### config.mk
export PLATFORM = sky130hd
export DESIGN_NAME = load_store_unit
export DESIGN_NICKNAME = d
export VERILOG_FILES = /design/src/rtl/load_store_unit.sv
export SDC_FILE = /design/constraint.sdc
export NUM_CORES = 1
export LEC_CHECK = 0
export BUFFER_PORTS_ARGS = -buffer_cell sky130_fd_sc_hd__clkbuf_2
export CORE_MARGIN = 1
export CORE_UTILIZATION = 48
export CTS_CLUSTER_DIAMETER = 50
export CTS_CLUSTER_SIZE = 28
export DETAILED_ROUTE_END_ITERATION = 16
export HOLD_SLACK_MARGIN = 0.08
export PLACE_DENSITY = 0.8
export SLEW_MARGIN = 25
export SYNTH_ARGS = -nofsm -noshare
export SYNTH_HDL_FRONTEND = slang
export SYNTH_SLANG_ARGS = --single-unit
### constraint.sdc
create_clock -name clk -period 2.3 [get_ports clk]
set_input_delay 0.46 -clock clk [delete_from_list [all_inputs] [get_ports clk]]
set_output_delay 0.46 -clock clk [all_outputs]
set_load 0.01 [all_outputs]
### src/rtl/load_store_unit.sv
// RV32I load/store unit: one request at a time, aligned byte/half/word access to a
// word-addressed RAM with one-cycle registered read latency.
module load_store_unit #(
  parameter int ADDR_WIDTH = 31,
  parameter int DATA_WIDTH = 31
) (
  input  logic                clk,
  input  logic                rst,
  input  logic                clk_en,
  input  logic                i_req_valid,
  output logic                o_req_ready,
  input  logic                i_req_we,
  input  logic [2:0]          i_req_funct3,
  input  logic [31:0]         i_req_addr,
  input  logic [31:0]         i_req_wdata,
  output logic                o_resp_valid,
  output logic [31:0]         o_resp_rdata,
  output logic                o_resp_err,
  output logic                o_read_enable,
  output logic [ADDR_WIDTH:0] o_read_addr,
  input  logic [DATA_WIDTH:0] i_read_data,
  output logic                o_write_enable,
  output logic [3:0]          o_byte_enable,
  output logic [ADDR_WIDTH:0] o_write_addr,
  output logic [DATA_WIDTH:0] o_write_data
);

  localparam int AW = ADDR_WIDTH + 1;

  typedef enum logic [1:0] {
    IDLE  = 2'd0,
    ISSUE = 2'd1,
    WAIT  = 2'd2,
    RESP  = 2'd3
  } state_t;

  state_t        state_reg;
  logic          we_reg;
  logic [2:0]    funct3_reg;
  logic [31:0]   addr_reg;
  logic [31:0]   wdata_reg;
  logic [31:0]   rdata_reg;
  logic          err_reg;

  logic          req_illegal;
  logic          req_misaligned;
  logic          req_error;
  logic          issue;
  logic [AW-1:0] ram_addr;
  logic [3:0]    store_be;
  logic [DATA_WIDTH:0] store_data;
  logic [31:0]   shifted;
  logic [31:0]   load_ext;

  // Request legality is judged on the live inputs so the error path skips the RAM entirely.
  always_comb begin
    req_illegal    = 1'b0;
    req_misaligned = 1'b0;
    case (i_req_funct3)
      3'b000, 3'b100: req_misaligned = 1'b0;
      3'b001, 3'b101: req_misaligned = i_req_addr[0];
      3'b010:         req_misaligned = |i_req_addr[1:0];
      default:        req_illegal    = 1'b1;
    endcase
    if (i_req_we && i_req_funct3[2]) begin
      req_illegal = 1'b1;
    end
  end

  assign req_error = req_illegal | req_misaligned;

  assign ram_addr = AW'(addr_reg[31:2]);

  always_comb begin
    store_be   = 4'b1111;
    store_data = wdata_reg;
    case (funct3_reg[1:0])
      2'b00: begin
        store_be   = 4'b0001 << addr_reg[1:0];
        store_data = {4{wdata_reg[7:0]}};
      end
      2'b01: begin
        store_be   = 4'b0011 << addr_reg[1:0];
        store_data = {2{wdata_reg[15:0]}};
      end
      default: begin
        store_be   = 4'b1111;
        store_data = wdata_reg;
      end
    endcase
  end

  assign shifted = 32'(i_read_data) >> {addr_reg[1:0], 3'b000};

  always_comb begin
    case (funct3_reg)
      3'b000:  load_ext = {{24{shifted[7]}}, shifted[7:0]};
      3'b001:  load_ext = {{16{shifted[15]}}, shifted[15:0]};
      3'b100:  load_ext = {24'd0, shifted[7:0]};
      3'b101:  load_ext = {16'd0, shifted[15:0]};
      default: load_ext = shifted;
    endcase
  end

  // RAM port is quiet outside ISSUE so nothing leaks onto the bus between accesses.
  assign issue          = (state_reg == ISSUE);
  assign o_read_enable  = issue & ~we_reg;
  assign o_write_enable = issue & we_reg;
  assign o_read_addr    = o_read_enable  ? ram_addr   : '0;
  assign o_write_addr   = o_write_enable ? ram_addr   : '0;
  assign o_byte_enable  = o_write_enable ? store_be   : 4'b0000;
  assign o_write_data   = o_write_enable ? store_data : '0;

  assign o_req_ready  = (state_reg == IDLE);
  assign o_resp_valid = (state_reg == RESP);
  assign o_resp_rdata = rdata_reg;
  assign o_resp_err   = err_reg;

  always_ff @(posedge clk or negedge rst) begin
    if (!rst) begin
      state_reg  <= IDLE;
      we_reg     <= 1'b0;
      funct3_reg <= 3'b000;
      addr_reg   <= 32'd0;
      wdata_reg  <= 32'd0;
      rdata_reg  <= 32'd0;
      err_reg    <= 1'b0;
    end else if (clk_en) begin
      case (state_reg)
        IDLE: begin
          if (i_req_valid) begin
            we_reg     <= i_req_we;
            funct3_reg <= i_req_funct3;
            addr_reg   <= i_req_addr;
            wdata_reg  <= i_req_wdata;
            rdata_reg  <= 32'd0;
            err_reg    <= req_error;
            state_reg  <= req_error ? RESP : ISSUE;
          end
        end
        ISSUE: state_reg <= we_reg ? RESP : WAIT;
        WAIT: begin
          rdata_reg <= load_ext;
          state_reg <= RESP;
        end
        RESP: begin
          rdata_reg <= 32'd0;
          err_reg   <= 1'b0;
          state_reg <= IDLE;
        end
        default: state_reg <= IDLE;
      endcase
    end
  end

endmodule

# [Yosys cells after proc, flatten, opt, wreduce, memory -nomap -nowiden]
# Index checks and enable logic that the tools add are counted.
[totals] in_bits=104 mem_bits_ro=0 out_inout_bits=137 latch_bits=0 elab_cells=58 n_memories=0 ff_bits=103 ram_bits=0
[classes] mux=18 n_reduce_logical=14 magnitude_cmp=0 shift=3 eq_ne=12 n_bitwise=4 mul=0 n_addsub=0 n_div=0
[op_table] cell="$pmux 32 s4" n=1
[op_table] cell="$pmux 32 s3" n=1
[op_table] cell="$mux 32" n=2
[op_table] cell="$pmux 32 s2" n=1
[op_table] cell="$mux 30" n=2
[op_table] cell="$shr 32x5->32" n=1
[op_table] cell="$eq 3x3->1 const B" n=4
[op_table] cell="$reduce_and 3->1" n=3
[op_table] cell="$pmux 2 s4" n=1
[op_table] cell="$pmux 4 s2" n=1
[op_table] cell="$eq 3x1->1 const B" n=2
[op_table] cell="$logic_not 3->1" n=2
[op_table] cell="$reduce_or 5->1" n=1
[op_table] cell="$eq 2x1->1 const B" n=2
[op_table] cell="$eq 2x2->1 const B" n=2
[op_table] cell="$logic_not 2->1" n=2
[op_table] cell="$mux 1" n=4
[op_table] cell="$mux 2" n=2
[op_table] cell="$mux 4" n=1
[op_table] cell="$pmux 1 s2" n=2
[op_table] cell="$reduce_or 2->1" n=2
[op_table] cell="$shl 1x2->4 const A" n=1
[op_table] cell="$shl 2x2->4 const A" n=1
[op_table] cell="$eq 3x2->1 const B" n=1
[op_table] cell="8 further kinds" n=9

# [Logic depth before layout (Yosys ltp)]
[logic_depth] depth_word=8 ltp_mapped=8 depth_no_buf=6

# [Worst setup path after synthesis]
# Ideal clock, no wire load.
[synth_path] path_type="register to register" startpoint="reg state_reg[0]" endpoint="reg rdata_reg[27], in the netlist o_resp_rdata[27]" setup_time_ns=0.126 path_buffers=2 path_slack_ns=0.359 stages_incl_launch_ff=9 required_time_ns=2.174 arrival_time_ns=1.815 path_cell_list="dfrtp_1 -> inv_1 -> ha_1 -> nand2b_1 -> nand2_1 -> or2_1 -> clkbuf_1 -> buf_2 -> a221o_1"
[synth_via] elab_chain_cells=3 word_cells_on_any_way=7
[synth_rtl] element="start, declared" line="37" text="state_t state_reg;"
[synth_rtl] element="start signal, assigned" line="138" text="state_reg <= req_error ? RESP : ISSUE;"
[synth_rtl] element="start signal, assigned" line="141" text="ISSUE: state_reg <= we_reg ? RESP : WAIT;"
[synth_rtl] element="$logic_not 2->1 (*)"
[synth_rtl] element="net o_req_ready" line="11" text="output logic o_req_ready,"
[synth_rtl] element="$ne 2x2->1 (no source line) or $reduce_bool 3->1 (tied branches)"
[synth_rtl] element="$reduce_and 3->1 (no source line)"
[synth_rtl] element="end signal, assigned" line="143" text="rdata_reg <= load_ext;"
[synth_rtl] element="end, declared" line="42" text="logic [31:0] rdata_reg;"
# The timed path passes the listed nets; every way through them passes the cells marked *.
# A chain may end at the register's enable or synchronous reset.

# [Worst setup path in the final report]
[layout_path] startpoint="reg state_reg[1]" endpoint="out o_read_addr[15]"
[layout_via] elab_chain_cells=3
[layout_rtl] element="$eq 2x1->1" line="106" text="assign issue = (state_reg == ISSUE);"
[layout_rtl] element="$and 1x1->1" line="107" text="assign o_read_enable = issue & ~we_reg;"
[layout_rtl] element="$mux 30" line="109" text="assign o_read_addr = o_read_enable ? ram_addr : '0;"
[layout_rtl] element="end, declared" line="20" text="output logic [ADDR_WIDTH:0] o_read_addr,"
# Every way passes these cells.

==> results.md <==
- Status: finished clean
- Aggregate global routing overflow: 0
- Cell breakdown of the critical path: inv_2 -> ha_4 -> nor2b_4 -> buf_6 -> and2_1 -> clkbuf_2
- Total die area: 11970 µm²
- Clock latency at the later pin of the worst-skew pair: 0.34 ns
- Area growth, synth to finish: 30.28%
- Core region area: 11030 µm²
- Max_cap viols: 0
- Critical path's top delay family: buffers and inverters
- Slowest library cell on the worst path: dfrtp_1
- Unrepaired setup endpoints after global routing: false
- Final routed wire length divided by cell count: 17.76 µm
- Initial core utilization: 50.19%
- Final routed DRC violation total: 0
- Vias in the first global route: 4733
- Final Setup Violations: 0
- End of the worst register-to-register path: o_resp_rdata[25]
- Clock root buffer master: clkbuf_16
- Number of vias after detailed routing: 4886
- Final #Nets: 844
- Top-level port count: 241
- Data required time at the worst endpoint: 1.84 ns
- Worst min path class: in2async
- Min cycle time layout: 2.204 ns
- Number of buffers inserted for hold repair after clock tree synthesis: 0
- TritonCTS buffer count: 9
- Number of fillers in the final layout: 897
- Most frequent cell after synthesis: dfrtp_1
- Syn_area_per_cell: 10.92 µm²
- Number of rows in the core area: 38
- Flop and latch count out of synthesis: 103
- Number of cells on the worst reg-to-reg path: 6
- Height of the chip: 109.4 µm
- Relative max-transition margin: 59.12%
- Worst Tran Pin Value: 0.6112 ns
- Power per cell area: 1326 nW/µm²
- Overall power consumption: 9.568 mW
- DRT Pass-1 Iters: 4
- Setup slack after placement: 0.1935 ns
- DP Wirelength: 11.62 mm
- Worst Setup End Kind: output port
- CTS H-tree depth: 3
- Period utilization: 95.84%
- Remaining number of nets flagged by the antenna check after routing: 0
- Count of buffer and inverter cells on the critical path: 3
- Post-Layout Inst Area: 7213 µm²
- Seq/Total Area, Yosys: 46.55%
- Routed WL: 15.61 mm
- Combined global-route utilization of all metal layers: 26.32%
- Worst Setup Path Type: reg2out
- CTS tree: built
- Total clock sinks: 103
- Critical path peak fanout: 16
- Ratio of cells with drive above 1 in the final layout: 49.12%
- RD Place Congestion: 0.8736
- EDFF count, synth: 0
- Synth Cell Area: 5537 µm²
- Largest net degree at the start of global routing: 45
- IO Port Bufs: 236
- Number of max-slew violations in the final report: 0
- Placed instance area: 6873 µm²
- Wire length of the first global-routing pass: 23.88 mm
- Highest Clock Rate: 0.4537 GHz
- Unique cell type count in the Yosys netlist: 35
- Most instantiated cells after synthesis: 103 x dfrtp_1, 77 x mux2_2, 38 x and3_1
- Cell types occupying the most area after synthesis: dfrtp_1 47%, mux2_2 16%, mux2i_1 5.6%
- Area leader, netlist: dfrtp_1
- WP data arrival: 1.74 ns
- Count of inserted antenna diode cells: 0
- Static Leak: 3.840 nW
- Vias per std cell: 5.559
- Worst IR drop on VDD: 579.1 µV
- Reg2reg start: state_reg[0]
- Number of warnings printed during yosys synthesis: 0
- Setup tns final: 0 ns
- Worst R2R Setup Slack: 0.23 ns
- Number of instances in the synthesized netlist: 507
- Final clock skew: 0.006744 ns
- Area share of the largest cell type after synthesis: 46.55%
- Final-layout worst hold slack: 0.09317 ns
- Number of buffers on the longest clock path: 2
- Clock-pin slew of the registers on the worst-case setup and hold paths: 0.07 ns
- Post-layout worst setup margin: 0.09577 ns
- Ys async rst share: 100.0%
- First DRT Iteration DRCs: 276
- Crit path largest cell delay: 0.44 ns
- Main synth FF type: dfrtp_1
- Number of antenna violations at the first check in global routing: 0
- Width of the die: 109.4 µm
- Setup crit start kind: register
- Hold Fails Final Rpt: 0
-- layout make-up --
cell class / instances / area, µm² / area share (%)
tap: 140 / 175.2 / 2.428
clock inverter: 3 / 17.52 / 0.2428
clock buffer: 13 / 260.3 / 3.608
multi-input combinational: 352 / 2751 / 38.14
inverter: 8 / 30.03 / 0.4163
sequential: 103 / 2579 / 35.75
timing repair buffer: 260 / 1400 / 19.41
-- cell families (layout without fill, tap and decap cells) --
| group | Yosys count | in the layout | share of synthesized area [%] |
|---|---|---|---|
| other cells | 1 | 4 | 0.06773 |
| compound gates | 87 | 87 | 10.92 |
| buf+inv | 55 | 284 | 4.542 |
| flops | 103 | 103 | 46.55 |
| fa+ha+maj | 6 | 6 | 1.356 |
| simple gates | 146 | 146 | 14.89 |
| mux | 109 | 109 | 21.67 |
-- worst max path at each step --
stage,start,endpoint,slack (ns),cells after the start
floorplan,state_reg[0],o_resp_rdata[27],0.36,8
global placement,state_reg[0],o_resp_rdata[30],0.33,6
detailed placement,state_reg[0],o_resp_rdata[25],0.19,6
CTS,state_reg[1],o_byte_enable[2],0.02,6
global route,state_reg[1],o_read_addr[23],0.02,6
finish,state_reg[1],o_read_addr[15],0.1,6
-- layer usage --
layer / up-vias / track usage (%) / wire, µm
met4: 0 / 8.190 / 252
met5: - / 0 / 0
met1: 2409 / 31.96 / 6351
met3: 23 / 5.335 / 1001
li1: 2250 / - / -
met2: 204 / 46.81 / 8008
-- repair_timing --
action | 4_1_cts | 5_1_grt
gates cloned | 1 | 0
resized for setup | 7 | 4
setup buffers | 0 | 3
pin swaps | 0 | 1
setup endpoints to repair | 51 | 68
-- power by group --
part	internal [mW]	switching (mW)
clock	0.791	0.648
sequential	2.72	0.761
combinational	2.22	2.43
total	5.73	3.84
-- worst register-to-register path: cells and delay by family (launching register included) --
family,cells,cell delay (ns)
AND/OR/NAND/NOR,3,0.67
buffers and inverters,1,0.13
AO/OA/AOI/OAI,1,0.42
flip-flops,1,0.50
adder cells (fa/ha/maj),1,0.24
-- layout by cell type (no fill, tap or decap), types with 3 or more instances in the layout --
cell type / Yosys / routed
o21ai_0: 12 / 12
o2bb2ai_1: 16 / 16
inv_1: 8 / 7
dfrtp_1: 103 / 102
clkbuf_2: 0 / 235
mux2i_1: 31 / 31
nor2_1: 37 / 37
buf_4: 6 / 20
and2_1: 31 / 31
nand3b_1: 10 / 10
a21oi_1: 35 / 35
nand2_1: 20 / 20
conb_1: 1 / 4
buf_6: 1 / 3
mux2_2: 77 / 77
a221o_1: 17 / 17
clkbuf_16: 0 / 9
and3_1: 38 / 38
ha_1: 6 / 5
-- per-stage QoR --
step / cells / utilization (%)
6_report: 879 / 65.39
5_1_grt: 879 / 65.39
4_1_cts: 876 / 65.14
3_5_place_dp: 859 / 62.31
3_3_place_gp: 859 / 62.31
2_1_floorplan: 510 / -
(Power assumes the default switching activity.)
